===== src/rtl/uart_tx_fifo.sv =====
// Buffered UART transmitter: a power-of-two FIFO drained by a frame serializer.
// Frame layout: start bit, then data bits LSB first, an optional parity bit, then 1 or 2 stop bits.
module uart_tx_fifo #(
    parameter int clk_freq  = 12000000,
    parameter int baud      = 115200,
    parameter int data_bits = 8,
    parameter int parity    = 0,
    parameter int stop_bits = 1,
    parameter int depth     = 16,
    localparam int AW       = $clog2(depth)
) (
    input  logic                 clk,
    input  logic                 rst,
    input  logic                 put,
    input  logic [data_bits-1:0] data,
    input  logic                 clr_overflow,
    output logic                 TX,
    output logic                 tx_busy,
    output logic                 empty,
    output logic                 full,
    output logic [AW:0]          count,
    output logic                 overflow,
    output logic [2:0]           fsm_state
);

    localparam int DIV = clk_freq / baud;
    localparam int BW  = $clog2(DIV);

    localparam logic [BW-1:0] DIV_LAST  = BW'(DIV - 1);
    localparam logic [2:0]    DATA_LAST = 3'(data_bits - 1);
    localparam logic [2:0]    STOP_LAST = 3'(stop_bits - 1);
    localparam logic [AW:0]   DEPTH_V   = (AW+1)'(depth);
    localparam logic          PAR_ODD   = (parity == 1);
    localparam logic          HAS_PAR   = (parity != 0);

    localparam logic [2:0] S_IDLE   = 3'd0;
    localparam logic [2:0] S_START  = 3'd1;
    localparam logic [2:0] S_DATA   = 3'd2;
    localparam logic [2:0] S_PARITY = 3'd3;
    localparam logic [2:0] S_STOP   = 3'd4;

    logic [data_bits-1:0] mem_q [depth];
    logic [AW:0]          wptr_q, wptr_d, rptr_q, rptr_d;
    logic                 overflow_q, overflow_d;
    logic [2:0]           state_q, state_d;
    logic [BW-1:0]        baud_q, baud_d;
    logic [2:0]           bit_q, bit_d;
    logic [data_bits-1:0] shift_q, shift_d;
    logic                 par_q, par_d;
    logic                 tx_q, tx_d;

    logic                 wr_en, pop, tick;
    logic [data_bits-1:0] head;

    assign count     = wptr_q - rptr_q;
    assign empty     = (count == '0);
    assign full      = (count == DEPTH_V);
    assign overflow  = overflow_q;
    assign TX        = tx_q;
    assign tx_busy   = (state_q != S_IDLE);
    assign fsm_state = state_q;

    // Full is judged on registered state only, so a same-cycle pop never rescues a put.
    assign wr_en = put && !full;
    assign head  = mem_q[rptr_q[AW-1:0]];
    assign tick  = (baud_q == DIV_LAST);

    always_comb begin
        wptr_d     = wptr_q;
        overflow_d = overflow_q;
        if (wr_en) wptr_d = wptr_q + 1'b1;
        if (put && full) overflow_d = 1'b1;
        else if (clr_overflow) overflow_d = 1'b0;
    end

    always_comb begin
        state_d = state_q;
        baud_d  = tick ? '0 : baud_q + 1'b1;
        bit_d   = bit_q;
        shift_d = shift_q;
        par_d   = par_q;
        tx_d    = tx_q;
        pop     = 1'b0;
        case (state_q)
            S_IDLE: begin
                baud_d = '0;
                if (!empty) pop = 1'b1;
            end
            S_START: begin
                if (tick) begin
                    state_d = S_DATA;
                    bit_d   = '0;
                    tx_d    = shift_q[0];
                end
            end
            S_DATA: begin
                if (tick) begin
                    if (bit_q == DATA_LAST) begin
                        bit_d   = '0;
                        state_d = HAS_PAR ? S_PARITY : S_STOP;
                        tx_d    = HAS_PAR ? par_q : 1'b1;
                    end else begin
                        bit_d   = bit_q + 1'b1;
                        shift_d = shift_q >> 1;
                        tx_d    = shift_q[1];
                    end
                end
            end
            S_PARITY: begin
                if (tick) begin
                    state_d = S_STOP;
                    bit_d   = '0;
                    tx_d    = 1'b1;
                end
            end
            S_STOP: begin
                if (tick) begin
                    if (bit_q == STOP_LAST) begin
                        if (!empty) pop = 1'b1;
                        else begin
                            state_d = S_IDLE;
                            tx_d    = 1'b1;
                        end
                    end else begin
                        bit_d = bit_q + 1'b1;
                    end
                end
            end
            default: begin
                state_d = S_IDLE;
                tx_d    = 1'b1;
            end
        endcase
        // A pop always begins a new frame, from IDLE or straight out of the last stop bit.
        if (pop) begin
            state_d = S_START;
            baud_d  = '0;
            bit_d   = '0;
            shift_d = head;
            par_d   = (^head) ^ PAR_ODD;
            tx_d    = 1'b0;
        end
        rptr_d = rptr_q + {{AW{1'b0}}, pop};
    end

    always_ff @(posedge clk) begin
        if (wr_en) mem_q[wptr_q[AW-1:0]] <= data;
    end

    always_ff @(posedge clk) begin
        if (rst) begin
            wptr_q     <= '0;
            rptr_q     <= '0;
            overflow_q <= 1'b0;
            state_q    <= S_IDLE;
            baud_q     <= '0;
            bit_q      <= '0;
            shift_q    <= '0;
            par_q      <= 1'b0;
            tx_q       <= 1'b1;
        end else begin
            wptr_q     <= wptr_d;
            rptr_q     <= rptr_d;
            overflow_q <= overflow_d;
            state_q    <= state_d;
            baud_q     <= baud_d;
            bit_q      <= bit_d;
            shift_q    <= shift_d;
            par_q      <= par_d;
            tx_q       <= tx_d;
        end
    end

endmodule


===== config.mk =====
export PLATFORM = sky130hd
export DESIGN_NAME = uart_tx_fifo
export DESIGN_NICKNAME = d
export VERILOG_FILES = /design/src/rtl/uart_tx_fifo.sv
export SDC_FILE = /design/constraint.sdc
export NUM_CORES = 1
export LEC_CHECK = 0
export CAP_MARGIN = 20
export CORE_ASPECT_RATIO = 0.75
export CORE_MARGIN = 2
export CORE_UTILIZATION = 30
export DETAILED_ROUTE_END_ITERATION = 16
export GPL_ROUTABILITY_DRIVEN = 0
export GPL_TIMING_DRIVEN = 0
export PLACE_DENSITY_LB_ADDON = 0.05
export SLEW_MARGIN = 10
export SYNTH_ARGS = -nofsm -noshare
export SYNTH_HDL_FRONTEND = slang
export SYNTH_SLANG_ARGS = --single-unit

===== constraint.sdc =====
create_clock -name clk -period 7.8 [get_ports clk]
set_input_delay 1.56 -clock clk [delete_from_list [all_inputs] [get_ports clk]]
set_output_delay 1.56 -clock clk [all_outputs]
set_load 0.005 [all_outputs]

== After elaboration in Yosys (flattened, before gate mapping) ==
Memories as Yosys holds them, arrays and structs flattened. A register that Yosys moved wholly into a read port is not among the register bits.
Index checks and enable logic that the tools add are counted.
Word-level totals
  memories: 1
  word-level logic and storage cells: 97
  bits in writable memories: 128
  output and inout bits: 13
  input port bits: 12
  register bits after elaboration: 33
Memory list
  mem_q: words 16, width 8, read ports 1, clocked after memory_dff 1, wr ports 1, line 42  | logic [data_bits-1:0] mem_q [depth];
Cells by class
  equal/unequal tests: 25
  add/subtract/negate cells: 5
  multiplexer cells: 37
  bitwise logic cells: 1
  reductions and logical operators: 19
Operators by type and width (number)
  2-to-1 mux 3 bit: 12
  2-to-1 mux 8 bit: 4
  != test 3 bit (second input constant): 7
  != test 2 bit (second input constant): 10
  2-to-1 mux 1 bit: 16
  AND reduction 8 bit: 2
  one-hot mux 3 bit (5 select lines): 1
  one-hot mux 3 bit (3 select lines): 1
  adder 7 x 1 -> 7 bit (second input constant): 1
  equality test 7 bit (second input constant): 1
  AND reduction 7 bit: 1
  equality test 3 x 2 -> 1 bit (second input constant): 2
  equality test 3 bit (second input constant): 2
  logical NOT 3 bit: 2
  nonzero test 2 bit: 3
  nonzero test 3 bit: 2
  adder 5 x 1 -> 5 bit: 1
  adder 5 x 1 -> 5 bit (second input constant): 1
  equality test 5 bit (second input constant): 1
  logical NOT 5 bit: 1
  one-hot mux 1 bit (5 select lines): 1
  AND reduction 5 bit: 1
  subtractor 5 bit: 1
  2-to-1 mux 4 bit: 1
  other kinds (10): 12

== Logic depth before layout (Yosys ltp) ==
Gate-level depths: netlist of the first run.
  depth after elaboration: 8
  depth in mapped cells: 14
  depth with buffers taken out: 13

== Worst setup path after synthesis of the first run ==
Ideal clock, no wire load.
  path kind: flip-flop to output port
  start point: register rptr_q[2]
  end point: output empty
  arrival: 2009 ps
  data required time: 6240 ps
  stages on the path, launching flop included: 10
  buffers on the path: 2
  slack: 4231 ps
  cell sequence: dfxtp_1 buf_2 buf_2 clkinv_1 ha_1 nand2b_1 a21oi_2 xor2_2 inv_2 a21oi_1
Between the ends
  cells in the longest elaborated chain, start to end: 2
Ends and longest elaborated chain
  start, declared: line 43  | logic [AW:0] wptr_q, wptr_d, rptr_q, rptr_d;
  start signal, assigned: line 163  | rptr_q <= rptr_d;
  subtractor 5 bit: line 55  | assign count = wptr_q - rptr_q;
  named net count[4]: line 21  | output logic [AW:0] count,
  logical NOT 5 bit: line 56  | assign empty = (count == '0);
  end, declared: line 19  | output logic empty,
The timed path passes the listed nets, and every way through them passes these cells.

== Worst setup path in the final report of the first run ==
  start point: register rptr_q[2]
  end point: output empty
Between the ends
  cells in the longest elaborated chain, start to end: 2
Ends and longest elaborated chain (line)
  subtractor 5 bit: 55
  logical NOT 5 bit: 56
Every way passes these cells.

==> qor.yml, run 1 <==
outcome:
  status: "completed"
worst_hold_path:
  holdPathStages: 1
  hold_path_class: "reg -> reg"
setup_path:
  cp-start-kind: "flip-flop"
  cp.depth: 10
  endpoint_kind: "primary output"
  cp_max_fo: 10
  crit_chain: "buf_2 -> buf_2 -> clkinv_1 -> ha_1 -> nand2b_1 -> a21oi_2 -> xor2_2 -> inv_2 -> a21oi_1 -> clkdlybuf4s50_1"
  worst-setup-path-type: "reg -> out"
  cp_common_cell: "buf_2"
  required_ns: 6.24
  rrSetupSlack_ns: 3.84
  slowest_stage: "clkdlybuf4s50_1"
  crit_buf_inv: 5
  crit_family: "buffers and inverters"
  cp_slowest_stage_delay_ns: 0.51
  arrival_ns: 3.59
  worstRegToRegCells: 10
floorplan:
  fp.dieArea_mm2: 0.0240
  die_h_um: 135
  num_rows: 47
  die_w_um: 178
  io_pins: 25
  core_area_mm2: 0.0222
  initial_core_util: 0.307
global_route:
  grt_start_max_net_pins: 17
  grt_pass1_vias: 3913
  grt.total_usage: 0.147
  grt_first_pass_wirelength_um: 24900
  antenna_found_initial: 0
  grt_overflow: 0
placement:
  dpl.hpwl_um: 11500
  io_buffers: 24
timing:
  timing.final.hold_violations: 0
  fin_tns_setup_ns: 0
  holdWs_ns: 0.451
  finalCritPeriodShare: 0.661
  rsz0062_at_grt: "false"
  setup_viol: 0
  fin_crit_ns: 5.15
  slew_headroom: 0.426
  tightest_slew_ns: 0.857
  fin_skew_ns: 0.00805
  timing.fmax_mhz: 194
  maxSlewViolCount: 0
detailed_routing:
  route.detailed.wl_per_inst_um: 20.4
  routed_wirelength_um: 16500
  drc: 0
  viasPerCell: 4.78
  drt_iter0_markers: 231
  first_pass_iters: 5
  num_vias: 3878
  ant_nets: 0
layout:
  seq_area_mm2: 0.00450
  fin_nets: 531
  syn_to_final_growth_pct: 18.3
  drive_above_1_share: 0.170
  diodes: 0
  fill_cells: 2175
  multi_input_area_mm2: 0.00217
clock_tree:
  clockBufferDepth: 2
  cts_buffers: 17
  cts_root_buf: "clkbuf_16"
  ctsHtreeMaxLevel: 4
  clock_sinks: 161
  cts.clk_slew.worst_paths_ns: 0.06
  cts_setup_buffers: 0
  cts_resized: 0
  holdBufCountCts: 0
  cts_tree: "yes"
  clock_latency_ns: 0.43
synth:
  netlist_top_cells_count: "edfxtp_1 (128), nand2_1 (50), nand3_1 (34)"
  synth_warnings: 0
  yosys.cell_count.top_type: "edfxtp_1"
  synth_top_area_share: 0.563
  synth_cells: 461
  synth-edff-count: 128
  synth_area_mm2: 0.00683
  synth-seq-cells: 161
  netlist_top_cells_area: "edfxtp_1 (56%), mux4_2 (11%), dfxtp_1 (9.7%)"
  synth-async-reset-ratio: 0
  synth_area_leader_cell: "edfxtp_1"
  syn_nets: 488
  synthFlopType: "edfxtp_1"
  synth_area_per_cell_um2: 14.8
  yosysUniqueCellTypes: 54
  yosysSeqAreaShare: 0.660
pwr:
  p_sw_uw: 773
  pwr_density_cell_mw_per_mm2: 323
  internal-power_uw: 1840
  p_comb_frac: 0.273
  swShare: 0.296
  power_frac_seq: 0.389
  ir_worst_vdd_v: 0.000152
  leakagePower_uw: 0.00272
  clkPwrFrac: 0.339
job:
  max-cap-violations: 0
==> placed cells by master (no fill, tap or decap), types with 4 or more instances in the layout <==
master | synthesis | layout
dfxtp_1 | 33 | 33
clkbuf_1 | 7 | 8
nand3_1 | 34 | 34
ha_1 | 14 | 14
clkdlybuf4s50_1 | 0 | 24
a311oi_1 | 4 | 4
buf_2 | 7 | 7
and3_1 | 14 | 14
edfxtp_1 | 128 | 128
clkbuf_16 | 0 | 19
mux4_2 | 32 | 32
xnor2_1 | 7 | 7
nor2b_1 | 8 | 8
clkinv_4 | 0 | 5
nand2_1 | 50 | 50
a21oi_1 | 19 | 19
nor2_1 | 29 | 29
inv_1 | 11 | 11
xor2_1 | 7 | 7
==> worst paths after layout <==
check,to,start
setup / recovery,empty,rptr_q[2]$_SDFF_PP0_
hold / removal,baud_q[0]$_SDFF_PP0_,baud_q[0]$_SDFF_PP0_
setup reg to reg,mem_q[7][6]$_DFFE_PP_,rptr_q[2]$_SDFF_PP0_
hold reg to reg,baud_q[0]$_SDFF_PP0_,baud_q[0]$_SDFF_PP0_
==> registers in the layout, summed over array words and instances (netlist names) <==
name       flops
TX             1
baud_q         7
bit_q          3
fsm_state      3
mem_q        128
overflow       1
rptr_q         5
shift_q        8
wptr_q         5
==> logic make-up after synthesis <==
| logic type | share of synthesized area |
|---|---|
| DFF | 0.660 |
| and+or+nand+nor | 0.112 |
| AOI/OAI and AO/OA | 0.0445 |
| buffers and inverters | 0.0229 |
| muxes | 0.112 |
| xor gates and xnor gates | 0.0203 |
| adders and majority gates | 0.0286 |
==> through the flow <==
stage / area [um2] / std cells / power (uW) / setup slack [ns] / util
after floorplan: 6830 / 461 / 1480 / 4.23 / -
after global placement: 7430 / 779 / 1760 / 3.00 / 0.334
after detailed placement: 7440 / 779 / 1760 / 3.01 / 0.335
after CTS: 8080 / 811 / 2640 / 2.54 / 0.363
after global routing: 8080 / 811 / 2740 / 2.36 / 0.363
final: 8080 / 811 / 2610 / 2.65 / 0.363
==> metal layers <==
layer | track usage | share of wire | wire, um
met3 | 0.0338 | 0.040 | 665
met1 | 0.221 | 0.51 | 8370
met5 | 0 | 0 | 0
met2 | 0.213 | 0.44 | 7350
met4 | 0.0434 | 0.0092 | 153
==> area by class of cell <==
class,count,share of cell area
Inverter,16,0.00743
Sequential cell,161,0.558
Clock buffer,23,0.0644
Clock inverter,9,0.0146
Timing Repair Buffer,24,0.0297
Tap cell,294,0.0455
Buffer,20,0.0119
Multi-Input combinational cell,264,0.269
==> power groups by stage <==
stage                     registers, uW  clock network [uW]  logic (uW)
after global routing               1020                 939         785
after global placement             1030                   0         723
after CTS                          1020                 901         727
after floorplan                    1030                   0         457
after detailed placement           1030                   0         724
final                              1020                 884         712
Note: power is estimated with default switching activity, not from simulation.
==> run 2: changes to the inputs <==
Clock period 7.8 ns to 4.9 ns, I/O delays scaled along.
==> results of run 2 <==
The final DEF is identical to that of run 1. Status: completed.
Among the figures that moved: setup slack after placement 3.01 ns -> 0.693 ns; setup slack after layout 2.65 ns -> 0.328 ns; register-to-register setup slack 3.84 ns -> 0.94 ns; total power 2610 uW -> 4160 uW; worst IR drop on VDD 0.000152 V -> 0.000241 V
==> run 3: changes to the inputs <==
Settings changed: PLACE_DENSITY_LB_ADDON 0.05 to unset.
==> run 3 against run 2 <==
  * Hold slack hardly changed
  * Core utilization is 0.24 points lower
  * Combinational power hardly changed
  * Worst setup slack better by 0.10 ns
  * Final area is 0.65% lower
  * Global-route usage is 1.4 points lower
==> qor.yml, run 3 (synthesis results as in run 1) <==
setup_path:
  worst-setup-path-type: "reg -> out"
  cp_common_cell: "buf_2"
  slowest_stage: "clkdlybuf4s50_1"
  endpoint_kind: "primary output"
  required_ns: 3.92
  crit_buf_inv: 5
  crit_family: "buffers and inverters"
  arrival_ns: 3.49
  cp_slowest_stage_delay_ns: 0.51
  cp_max_fo: 10
  crit_chain: "buf_2 -> buf_2 -> clkinv_1 -> ha_1 -> nand2b_1 -> a21oi_2 -> xor2_2 -> inv_2 -> a21oi_1 -> clkdlybuf4s50_1"
  cp-start-kind: "flip-flop"
layout:
  final_common_cell: "edfxtp_1"
  utilization: 0.361
  drive_above_1_share: 0.170
  mostFrequentLayoutCells: "edfxtp_1 (128), nand2_1 (50), nand3_1 (34)"
  largest_reg_flops: 128
  diodes: 0
  syn_to_final_growth_pct: 17.6
  fill_cells: 2127
  fin_nets: 531
global_route:
  grt_pass1_vias: 4051
  grt.total_usage: 0.134
  grt_first_pass_wirelength_um: 23500
  grt_overflow: 0
  antenna_found_initial: 0
  grt_start_max_net_pins: 19
timing:
  rsz0062_at_grt: "false"
  finalCritPeriodShare: 0.912
  fin_tns_setup_ns: 0
  fin_skew_ns: 0.0138
  slew_headroom: 0.455
  tightest_slew_ns: 0.815
  holdWs_ns: 0.451
  timing.final.hold_violations: 0
  maxSlewViolCount: 0
  timing.fmax_mhz: 224
  setup_slack_ns: 0.429
  fin_crit_ns: 4.47
  setup_viol: 0
detailed_routing:
  ant_nets: 0
  num_vias: 4036
  drc: 0
  viasPerCell: 4.98
  route.detailed.wl_per_inst_um: 18.6
  first_pass_iters: 5
  routed_wirelength_um: 15100
  drt_iter0_markers: 518
clock_tree:
  cts_tree: "yes"
  ctsHtreeMaxLevel: 4
  cts_setup_buffers: 0
  cts.clk_slew.worst_paths_ns: 0.07
  clockBufferDepth: 2
  cts_root_buf: "clkbuf_16"
  cts_buffers: 17
  cts_resized: 0
  clock_sinks: 161
  clock_latency_ns: 0.43
  holdBufCountCts: 0
outcome:
  status: "completed"
placement:
  dpl.hpwl_um: 10500
  preCtsSetupSlack_ns: 0.843
  io_buffers: 24
floorplan:
  initial_core_util: 0.307
  num_rows: 47
  die_h_um: 135
  core_area_mm2: 0.0222
  io_pins: 25
  fp.dieArea_mm2: 0.0240
  die_w_um: 178
pwr:
  pwr_density_cell_mw_per_mm2: 502
  leakagePower_uw: 0.00270
  ir_worst_vdd_v: 0.000218
job:
  max-cap-violations: 0
worst_hold_path:
  hold_path_class: "reg -> reg"
-- run 3: report_power, final --
| group | leakage [uW] | total, uW | switching, uW | internal (uW) |
|---|---|---|---|---|
| Combinational | 0.000985 | 1120 | 619 | 498 |
| Clock | 0.000287 | 1300 | 611 | 686 |
| Sequential | 0.00143 | 1620 | 48.3 | 1570 |
-- run 3: final cells by class --
cell class	count	area, um2	share of cell area
repair buffers	24	240	0.0299
well taps	294	368	0.0458
clock inverters	15	160	0.0200
plain buffers	20	96.3	0.0120
flip-flops and latches	161	4500	0.561
clock buffers	17	425	0.0530
inverters	16	60.1	0.00748
multi-input cells	264	2170	0.271
-- run 3: worst reg2reg max path, delay by kind of cell, from the launching register on --
| family | cells | cell delay (ns) |
|---|---|---|
| adder cells (fa/ha/maj) | 1 | 0.29 |
| buffers and inverters | 3 | 1.11 |
| AO/OA/AOI/OAI | 3 | 0.84 |
| flip-flops | 1 | 0.40 |
| AND/OR/NAND/NOR | 2 | 0.83 |
-- run 3: stage by stage --
stage	std cells	total power, uW	area [um2]
after detailed placement	779	2760	7440
after floorplan	461	2360	6830
after global routing	811	4220	8030
final	811	4030	8030
after CTS	811	4060	8030
after global placement	779	2730	7430
-- run 3: path summary, 6_finish.rpt --
kind	cells past startpoint	from	end	slack [ns]
hold reg to reg	1	baud_q[0]$_SDFF_PP0_	baud_q[0]$_SDFF_PP0_	0.45
hold / removal	1	baud_q[0]$_SDFF_PP0_	baud_q[0]$_SDFF_PP0_	0.45
setup reg to reg	9	rptr_q[1]$_SDFF_PP0_	mem_q[7][0]$_DFFE_PP_	1.06
setup / recovery	10	rptr_q[2]$_SDFF_PP0_	empty	0.43
-- run 3: metal layers --
metal,track usage,part of all wire
met5,0,0
met4,0.0366,0.0094
met3,0.0236,0.050
met2,0.203,0.46
met1,0.197,0.48
